**src/rtl/ram_pkg.sv**
```systemverilog
// Shared types and helpers for the byte-enable scratch RAM.
package ram_pkg;

  typedef enum logic {CLEAR = 1'b0, IDLE = 1'b1} state_t;

  function automatic int be_width(input int data_w);
    return data_w / 8;
  endfunction

  // Even parity: the stored bit makes the byte plus parity have an even count of ones.
  function automatic logic byte_parity(input logic [7:0] b);
    return ^b;
  endfunction

endpackage

```
**src/rtl/ram_sp_be_array.sv**
```systemverilog
// Storage for ram_sp_be: byte-enable write port and registered read, no reset.
// Parity storage is present only when RAM_PARITY_EN is defined.
module ram_sp_be_array
  import ram_pkg::*;
#(
  parameter int DATA_W = 8,
  parameter int DEPTH  = 8,
  parameter int ADDR_W = $clog2(DEPTH),
  parameter int BE_W   = be_width(DATA_W)
) (
  input  logic              clk,
  input  logic              we,
  input  logic              re,
  input  logic [BE_W-1:0]   be,
  input  logic [ADDR_W-1:0] addr,
  input  logic [DATA_W-1:0] wdata,
`ifdef RAM_PARITY_EN
  input  logic [BE_W-1:0]   wpar,
  output logic [BE_W-1:0]   rpar,
`endif
  output logic [DATA_W-1:0] rdata
);

  logic [DATA_W-1:0] mem [DEPTH];
  logic              in_range;

  // Non-power-of-2 depths leave a hole in the address space.
  assign in_range = {1'b0, addr} < (ADDR_W+1)'(DEPTH);

  always_ff @(posedge clk) begin
    if (we && in_range) begin
      for (int i = 0; i < BE_W; i++) begin
        if (be[i]) mem[addr][i*8 +: 8] <= wdata[i*8 +: 8];
      end
    end
    if (re) rdata <= in_range ? mem[addr] : '0;
  end

`ifdef RAM_PARITY_EN
  logic [BE_W-1:0] par_mem [DEPTH];

  always_ff @(posedge clk) begin
    if (we && in_range) begin
      for (int i = 0; i < BE_W; i++) begin
        if (be[i]) par_mem[addr][i] <= wpar[i];
      end
    end
    if (re) rpar <= in_range ? par_mem[addr] : '0;
  end
`endif

endmodule

```
**src/rtl/ram_sp_be.sv**
```systemverilog
// Parametrised single-port RAM with byte enables, self-clear FSM and read pipeline.
// Optional per-byte parity is enabled by defining RAM_PARITY_EN.
module ram_sp_be
  import ram_pkg::*;
#(
  parameter int DATA_W  = 8,
  parameter int DEPTH   = 8,
  parameter int ADDR_W  = $clog2(DEPTH),
  parameter int BE_W    = be_width(DATA_W),
  parameter int OUT_REG = 0
) (
  input  logic              clk,
  input  logic              rst_n,
  input  logic              en,
  input  logic              wr,
  input  logic [BE_W-1:0]   be,
  input  logic [ADDR_W-1:0] addr,
  input  logic [DATA_W-1:0] wdata,
  input  logic              clr,
`ifdef RAM_PARITY_EN
  input  logic              inj_par,
`endif
  output logic [DATA_W-1:0] rdata,
  output logic              rvalid,
  output logic              busy,
  output logic              err
);

  state_t            state, state_nxt;
  logic [ADDR_W-1:0] ptr, ptr_nxt;
  logic              arr_we, arr_re;
  logic [BE_W-1:0]   arr_be;
  logic [ADDR_W-1:0] arr_addr;
  logic [DATA_W-1:0] arr_wdata, arr_rdata;
  logic              par_err;
  logic              vld_p0;

  // CLEAR owns the array port; requests are only accepted in IDLE.
  always_comb begin
    state_nxt = state;
    ptr_nxt   = ptr;
    arr_we    = 1'b0;
    arr_re    = 1'b0;
    arr_be    = be;
    arr_addr  = addr;
    arr_wdata = wdata;
    case (state)
      CLEAR: begin
        arr_we    = 1'b1;
        arr_be    = '1;
        arr_addr  = ptr;
        arr_wdata = '0;
        ptr_nxt   = ptr + 1'b1;
        if (ptr == ADDR_W'(DEPTH - 1)) begin
          state_nxt = IDLE;
          ptr_nxt   = '0;
        end
      end
      IDLE: begin
        arr_we = en & wr;
        arr_re = en & ~wr;
        if (clr) begin
          state_nxt = CLEAR;
          ptr_nxt   = '0;
        end
      end
      default: state_nxt = CLEAR;
    endcase
  end

  always_ff @(posedge clk or negedge rst_n) begin
    if (!rst_n) begin
      state <= CLEAR;
      ptr   <= '0;
    end else begin
      state <= state_nxt;
      ptr   <= ptr_nxt;
    end
  end

  assign busy = (state == CLEAR);

`ifdef RAM_PARITY_EN
  logic [BE_W-1:0] arr_wpar, arr_rpar;

  always_comb begin
    arr_wpar = '0;
    if (state == IDLE) begin
      for (int i = 0; i < BE_W; i++) arr_wpar[i] = byte_parity(wdata[i*8 +: 8]) ^ inj_par;
    end
  end

  always_comb begin
    par_err = 1'b0;
    for (int i = 0; i < BE_W; i++) begin
      if (byte_parity(arr_rdata[i*8 +: 8]) != arr_rpar[i]) par_err = 1'b1;
    end
  end
`else
  assign par_err = 1'b0;
`endif

  ram_sp_be_array #(
    .DATA_W(DATA_W),
    .DEPTH (DEPTH),
    .ADDR_W(ADDR_W),
    .BE_W  (BE_W)
  ) u_array (
    .clk  (clk),
    .we   (arr_we),
    .re   (arr_re),
    .be   (arr_be),
    .addr (arr_addr),
    .wdata(arr_wdata),
`ifdef RAM_PARITY_EN
    .wpar (arr_wpar),
    .rpar (arr_rpar),
`endif
    .rdata(arr_rdata)
  );

  // Stage p0: array read register and its valid
  always_ff @(posedge clk or negedge rst_n) begin
    if (!rst_n) vld_p0 <= 1'b0;
    else        vld_p0 <= arr_re;
  end

  if (OUT_REG == 0) begin : g_lat1
    // The array register has no reset, so rdata is masked until the first read lands.
    logic rd_seen;

    always_ff @(posedge clk or negedge rst_n) begin
      if (!rst_n) rd_seen <= 1'b0;
      else        rd_seen <= rd_seen | arr_re;
    end

    assign rdata  = rd_seen ? arr_rdata : '0;
    assign rvalid = vld_p0;
    assign err    = vld_p0 & par_err;
  end else begin : g_lat2
    // Stage p1: output register
    logic [DATA_W-1:0] rdata_p1;
    logic              vld_p1, err_p1;

    always_ff @(posedge clk or negedge rst_n) begin
      if (!rst_n) begin
        rdata_p1 <= '0;
        vld_p1   <= 1'b0;
        err_p1   <= 1'b0;
      end else begin
        vld_p1 <= vld_p0;
        err_p1 <= vld_p0 & par_err;
        if (vld_p0) rdata_p1 <= arr_rdata;
      end
    end

    assign rdata  = rdata_p1;
    assign rvalid = vld_p1;
    assign err    = err_p1;
  end

endmodule

```
**config.mk**
```make
export PLATFORM = sky130hd
export DESIGN_NAME = ram_sp_be
export DESIGN_NICKNAME = d
export VERILOG_FILES = /design/src/rtl/ram_pkg.sv /design/src/rtl/ram_sp_be_array.sv /design/src/rtl/ram_sp_be.sv
export SDC_FILE = /design/constraint.sdc
export NUM_CORES = 1
export LEC_CHECK = 0
export ABC_AREA = 1
export CORE_UTILIZATION = 55
export CTS_BUF_LIST = sky130_fd_sc_hd__clkbuf_8
export CTS_CLUSTER_DIAMETER = 100
export DETAILED_ROUTE_END_ITERATION = 6
export GPL_TIMING_DRIVEN = 1
export PLACE_DENSITY = 0.84
export SETUP_SLACK_MARGIN = 0.1
export SYNTH_ARGS = -nofsm -noshare
export SYNTH_HDL_FRONTEND = slang
export SYNTH_SLANG_ARGS = --single-unit
```
**constraint.sdc**
```tcl
create_clock -name clk -period 3.4 [get_ports clk]
set_clock_uncertainty 0.05 [all_clocks]
set_input_delay 1.02 -clock clk [delete_from_list [all_inputs] [get_ports clk]]
set_output_delay 1.02 -clock clk [all_outputs]
set_load 0.01 [all_outputs]
```
==> results of run 1 <==
[through the flow]
stage           util  total power (W)  instance area [um2]  worst slack [ps]  cells
4_1_cts        0.659          0.00441                 4180               492    495
2_1_floorplan      -          0.00313                 3640              1110    380
6_report       0.659          0.00438                 4180               521    495
3_3_place_gp   0.627          0.00361                 3980               513    479
3_5_place_dp   0.627          0.00369                 3980               428    479
5_1_grt        0.659          0.00472                 4180               406    495
[cells by family (layout without fill, tap and decap cells)]
kind of cell | after synthesis | count (layout) | synth area share
flip-flops | 78 | 78 | 0.635
other | 1 | 1 | 0.00103
AO/OA/AOI/OAI | 3 | 3 | 0.00447
adder cells (fa/ha/maj) | 2 | 2 | 0.00688
buffers and inverters | 119 | 157 | 0.131
AND/OR/NAND/NOR | 177 | 177 | 0.221
[worst min-delay path: cells and delay by family, from the launching register on]
family          cells  cell delay (ps)
buf+inv             1               80
compound gates      1               70
flops               1              420
[metal layers]
metal,vias to the layer above,global-route usage,part of all wire
met1,1088,0.285,0.43
met2,103,0.337,0.48
met4,0,0.0799,0.011
li1,1207,-,-
met5,-,0,0
met3,7,0.0527,0.082
[synthesized netlist by cell type]
master,count,area share
nor2_4,2,0.0062
nor3_1,1,0.0014
dfrtp_1,6,0.041
ha_1,2,0.0069
buf_2,7,0.0096
nand2_4,5,0.015
edfxtp_1,72,0.59
nand3_1,33,0.045
nor2_1,8,0.0083
o21ai_0,2,0.0028
buf_6,2,0.0062
nor2_8,2,0.011
buf_4,1,0.0021
o22ai_1,1,0.0017
conb_1,1,0.0010
inv_1,107,0.11
or2_2,2,0.0034
nand2_2,3,0.0052
inv_4,1,0.0017
clkbuf_1,1,0.0010
nand2_1,121,0.12
[power by group through the flow]
stage	clock (W)	sequential (W)	combinational, W
floorplan	0	0.00168	0.00145
global placement	0	0.00174	0.00187
detailed placement	0	0.00175	0.00194
CTS	0.000720	0.00174	0.00196
global route	0.000758	0.00177	0.00219
finish	0.000709	0.00174	0.00193
[sequential cells by signal, indices dropped and copies added, names as in the netlist]
signal,count
rvalid,1
state,1
g_lat1.rd_seen,1
u_array.rdata,8
ptr,3
u_array.mem,64
[final cells by class]
| class | count | area (um2) | share of cell area |
|---|---|---|---|
| clock inverter | 7 | 81.3 | 0.0194 |
| inverter | 108 | 408 | 0.0975 |
| sequential | 78 | 2310 | 0.553 |
| timing repair buffer | 33 | 313 | 0.0748 |
| multi-input combinational | 183 | 850 | 0.203 |
| tap | 77 | 96.3 | 0.0230 |
| clock buffer | 9 | 124 | 0.0296 |
[worst paths after layout]
check,cells after the start,to,slack [ps]
setup / recovery,2,busy,520
hold / removal,2,ptr[0],550
setup reg to reg,6,u_array.mem[2][6],990
hold reg to reg,2,ptr[0],550
max in group asynchronous,1,ptr[0],2210
min in group asynchronous,1,rvalid,860
==> impl_metrics.yaml, run 1 <==
timing:
  hold_viol_final: 0
  period_needed_ps: 2880
  hold_ws_ps: 551
  relSlewSlack: 0.528
  slew_violations: 0
  rsz0062_at_grt: "false"
  fmax_mhz: 347
  setup-violations-final: 0
  worst_pin_slew_ps: 705
  fin_crit_sh: 0.847
  setup_tns_ps: 0
cells_and_area:
  drive_above_1_share: 0.0909
  diodes: 0
  nets: 432
  most-common-layout-cells: "nand2_1 (121), inv_1 (107), edfxtp_1 (72), nand3_1 (33), clkdlybuf4s50_1 (26)"
  area_growth_syn_to_layout_pct: 15.0
  fill_cells: 497
  final_common_cell: "nand2_1"
worst_setup_path:
  startpoint: "state"
  worstSetupPathType: "flop to primary output"
  end_kind: "primary output"
  slowest_stage: "dfrtp_1"
  reg2reg_from: "state"
  crit_fanout: 16
  critPathMaxStageDelay_ps: 760
  cp.arrival_ps: 1810
  worst-path-buf-inv: 2
  crit_family: "flip-flops"
  cp_cell_sequence: "inv_4, clkdlybuf4s50_1"
  cp-start-kind: "flop"
  required_ps: 2330
power:
  p_sw_frac: 0.417
  powerDensity_mw_per_mm2: 1050
  ir_worst_vdd_v: 0.000763
  comb_power_share: 0.441
  p_clk_frac: 0.162
  sequentialPowerShare: 0.397
  internal_power_w: 0.00256
  power.switching_w: 0.00183
  p_leak_nw: 2.02
synthesis:
  yosys.cell_types.count: 21
  yosysWarnings: 0
  synth_nets: 399
  ys_seq_elements: 78
  synth.cell_area_mm2: 0.00364
  avgSynthCellArea_um2: 9.57
  ys_seq_area_frac: 0.635
  syn-instance-count: 380
cts:
  hold_buffers: 0
  clock_sinks: 78
  cts_buffers: 9
  clk_latency_ps: 350
  postCtsSetupBuffers: 0
  clock_path_buffers: 2
  cts-resized-gates: 0
  clkTransAtPathRegs_ps: 80
  root_buffer: "clkbuf_8"
  htree_levels: 3
  cts_tree: "done"
global_routing:
  grt_first_pass_wirelength_um: 11000
  grt_overflow: 0
  grt_antenna_before_repair: 0
  grtUsageTotal: 0.212
  grt_start_max_net_pins: 33
  first_global_vias: 2268
die:
  die-area_mm2: 0.00694
  io_pins: 28
  die-width_um: 83.3
  coreArea_mm2: 0.00635
  start_util: 0.573
  dieHeight_um: 83.3
  rows: 29
detailed_routing:
  drt-total-wl_um: 6660
  routedWlPerCell_um: 13.5
  routed_via_density: 4.86
  drc: 0
  ant_nets: 0
  drt-initial-drc-count: 225
  num_vias: 2405
  first_pass_iters: 4
placed_design:
  dpl.hpwl_um: 4610
  gp_routability_congestion: 0.928
  io_buffers: 26
status:
  status: "finished, final reports clean"
worst_hold_path:
  hp-start: "ptr[0]"
  min_path_type: "flop to flop"
job:
  drv_cap: 0
No activity file was read; power rests on OpenSTA's default activity.
==> inputs of run 2 (changes only) <==
Settings changed: CORE_UTILIZATION 55 to 54, PLACE_DENSITY 0.84 to 0.86.
Clock period 3.4 ns to 2.4 ns, I/O delays scaled along.
==> run 2 against run 1 <==
The flow now finishes with violations (design-rule violations). Critical path depth stayed put. Utilization is 1.1 points higher. Setup slack worse by 360 ps. First-iteration DRC count is 40% lower. Final cell count is 2.0% higher. Sequential share of layout area is 1.5 points lower. Critical endpoint unchanged.
==> impl_metrics.yaml, run 2 (same netlist as run 1, synthesis figures left out) <==
power:
  p_sw_frac: 0.396
  powerDensity_mw_per_mm2: 1530
  p_clk_frac: 0.176
  internal_power_w: 0.00398
  p_leak_nw: 2.10
  sequentialPowerShare: 0.366
  totalPowerFinal_w: 0.00659
  comb_power_share: 0.458
  ir_worst_vdd_v: 0.000681
  power.switching_w: 0.00261
cts:
  hold_buffers: 0
  cts_buffers: 9
  root_buffer: "clkbuf_8"
  htree_levels: 3
  cts_tree: "done"
  clock_sinks: 78
  clkTransAtPathRegs_ps: 80
  clk_latency_ps: 350
  clock_path_buffers: 2
global_routing:
  grt_first_pass_wirelength_um: 11100
  grt_overflow: 0
  grt_start_max_net_pins: 24
  grtUsageTotal: 0.217
  grt_antenna_before_repair: 0
  first_global_vias: 2364
detailed_routing:
  routedWlPerCell_um: 13.5
  drt-total-wl_um: 6840
  ant_nets: 0
  routed_via_density: 4.82
  drc: 6
  num_vias: 2434
  drt-initial-drc-count: 135
  first_pass_iters: 6
timing:
  fmax_mhz: 448
  fin_crit_sh: 0.931
  setup-violations-final: 0
  slew_violations: 0
  setup_tns_ps: 0
  hold_viol_final: 0
  rsz0062_at_grt: "true"
  period_needed_ps: 2230
cells_and_area:
  nets: 442
  reg_top3: "u_array.mem x64, u_array.rdata x8, ptr x3"
  drive_above_1_share: 0.114
  area_growth_syn_to_layout_pct: 18.3
  final_common_cell: "nand2_1"
  stdcell_count: 505
  largest_reg_flops: 64
  largest-register: "u_array.mem"
  most-common-layout-cells: "nand2_1 (121), inv_1 (107), edfxtp_1 (72), nand3_1 (33), clkdlybuf4s50_1 (26)"
  fin_util: 0.670
  diodes: 0
die:
  die-area_mm2: 0.00707
  die-width_um: 84.1
  start_util: 0.567
  rows: 29
  dieHeight_um: 84.1
  io_pins: 28
  coreArea_mm2: 0.00642
status:
  violations: "design-rule violations"
  status: "finished with violations"
worst_setup_path:
  worstSetupPathType: "flop to primary output"
  cp-start-kind: "flop"
  r2r_setup_slack_ps: 630
  required_ps: 1630
  crit_fanout: 12
  cp.arrival_ps: 1460
  end_kind: "primary output"
job:
  drv_cap: 0
placed_design:
  gp_routability_congestion: 0.866
  io_buffers: 26
  dpl.hpwl_um: 4850
  dp_cells: 489
worst_hold_path:
  min_path_type: "flop to flop"
-- run 2: changes by cell type in the layout (fill, tap and decap cells not counted) --
cell	delta
clkinvlp_4	-2
dfrtp_2	+1
dfrtp_1	-1
buf_4	+9
buf_12	+1
inv_8	-1
clkinv_2	+3
inv_6	-2
bufinv_16	+2
-- run 2: power by group through the flow --
stage          clock [W]  sequential, W  combinational [W]
2_1_floorplan          0        0.00238            0.00205
3_3_place_gp           0        0.00242            0.00289
3_5_place_dp           0        0.00244            0.00300
4_1_cts          0.00117        0.00241            0.00302
5_1_grt          0.00122        0.00246            0.00336
6_report         0.00116        0.00241            0.00302
-- run 2: critical path, cell delays in order (launching register included) --
cell	delay (ps)
dfrtp_1	410
inv_4	150
clkdlybuf4s50_1	560
-- run 2: path summary, 6_finish.rpt --
kind | start | to | depth (start not counted)
min reg2reg | g_lat1.rd_seen | g_lat1.rd_seen | 1
max reg2reg | state | u_array.mem[1][3] | 7
max | state | busy | 2
max in group asynchronous | rst_n | g_lat1.rd_seen | 1
min | g_lat1.rd_seen | g_lat1.rd_seen | 1
min in group asynchronous | rst_n | rvalid | 1
-- run 2: metal layers --
layer	routed length, um	track usage	share of wire
met1	2770	0.252	0.40
met2	3500	0.376	0.51
met3	363	0.0475	0.053
met4	211	0.113	0.031
met5	0	0	0
-- run 2: final cells by class --
class	count	area (um2)
clock buffer	9	124
clock inverter	7	113
fill	477	2120
inverter	108	408
multi-input combinational	183	850
sequential	78	2310
tap	77	96.3
timing repair buffer	43	400
-- run 2: what timing repair did --
action	CTS	global route
resized for setup	0	1
endpoints found under the setup margin	0	8
buffers inserted	0	0
-- run 2: stage by stage --
stage               worst slack (ps)  hold slack [ps]  instance area [um2]
finish                           166              537                 4300
CTS                              123              545                 4300
global route                    95.2              565                 4300
global placement                 127              521                 4070
floorplan                        406              374                 3640
detailed placement              69.5              532                 4070
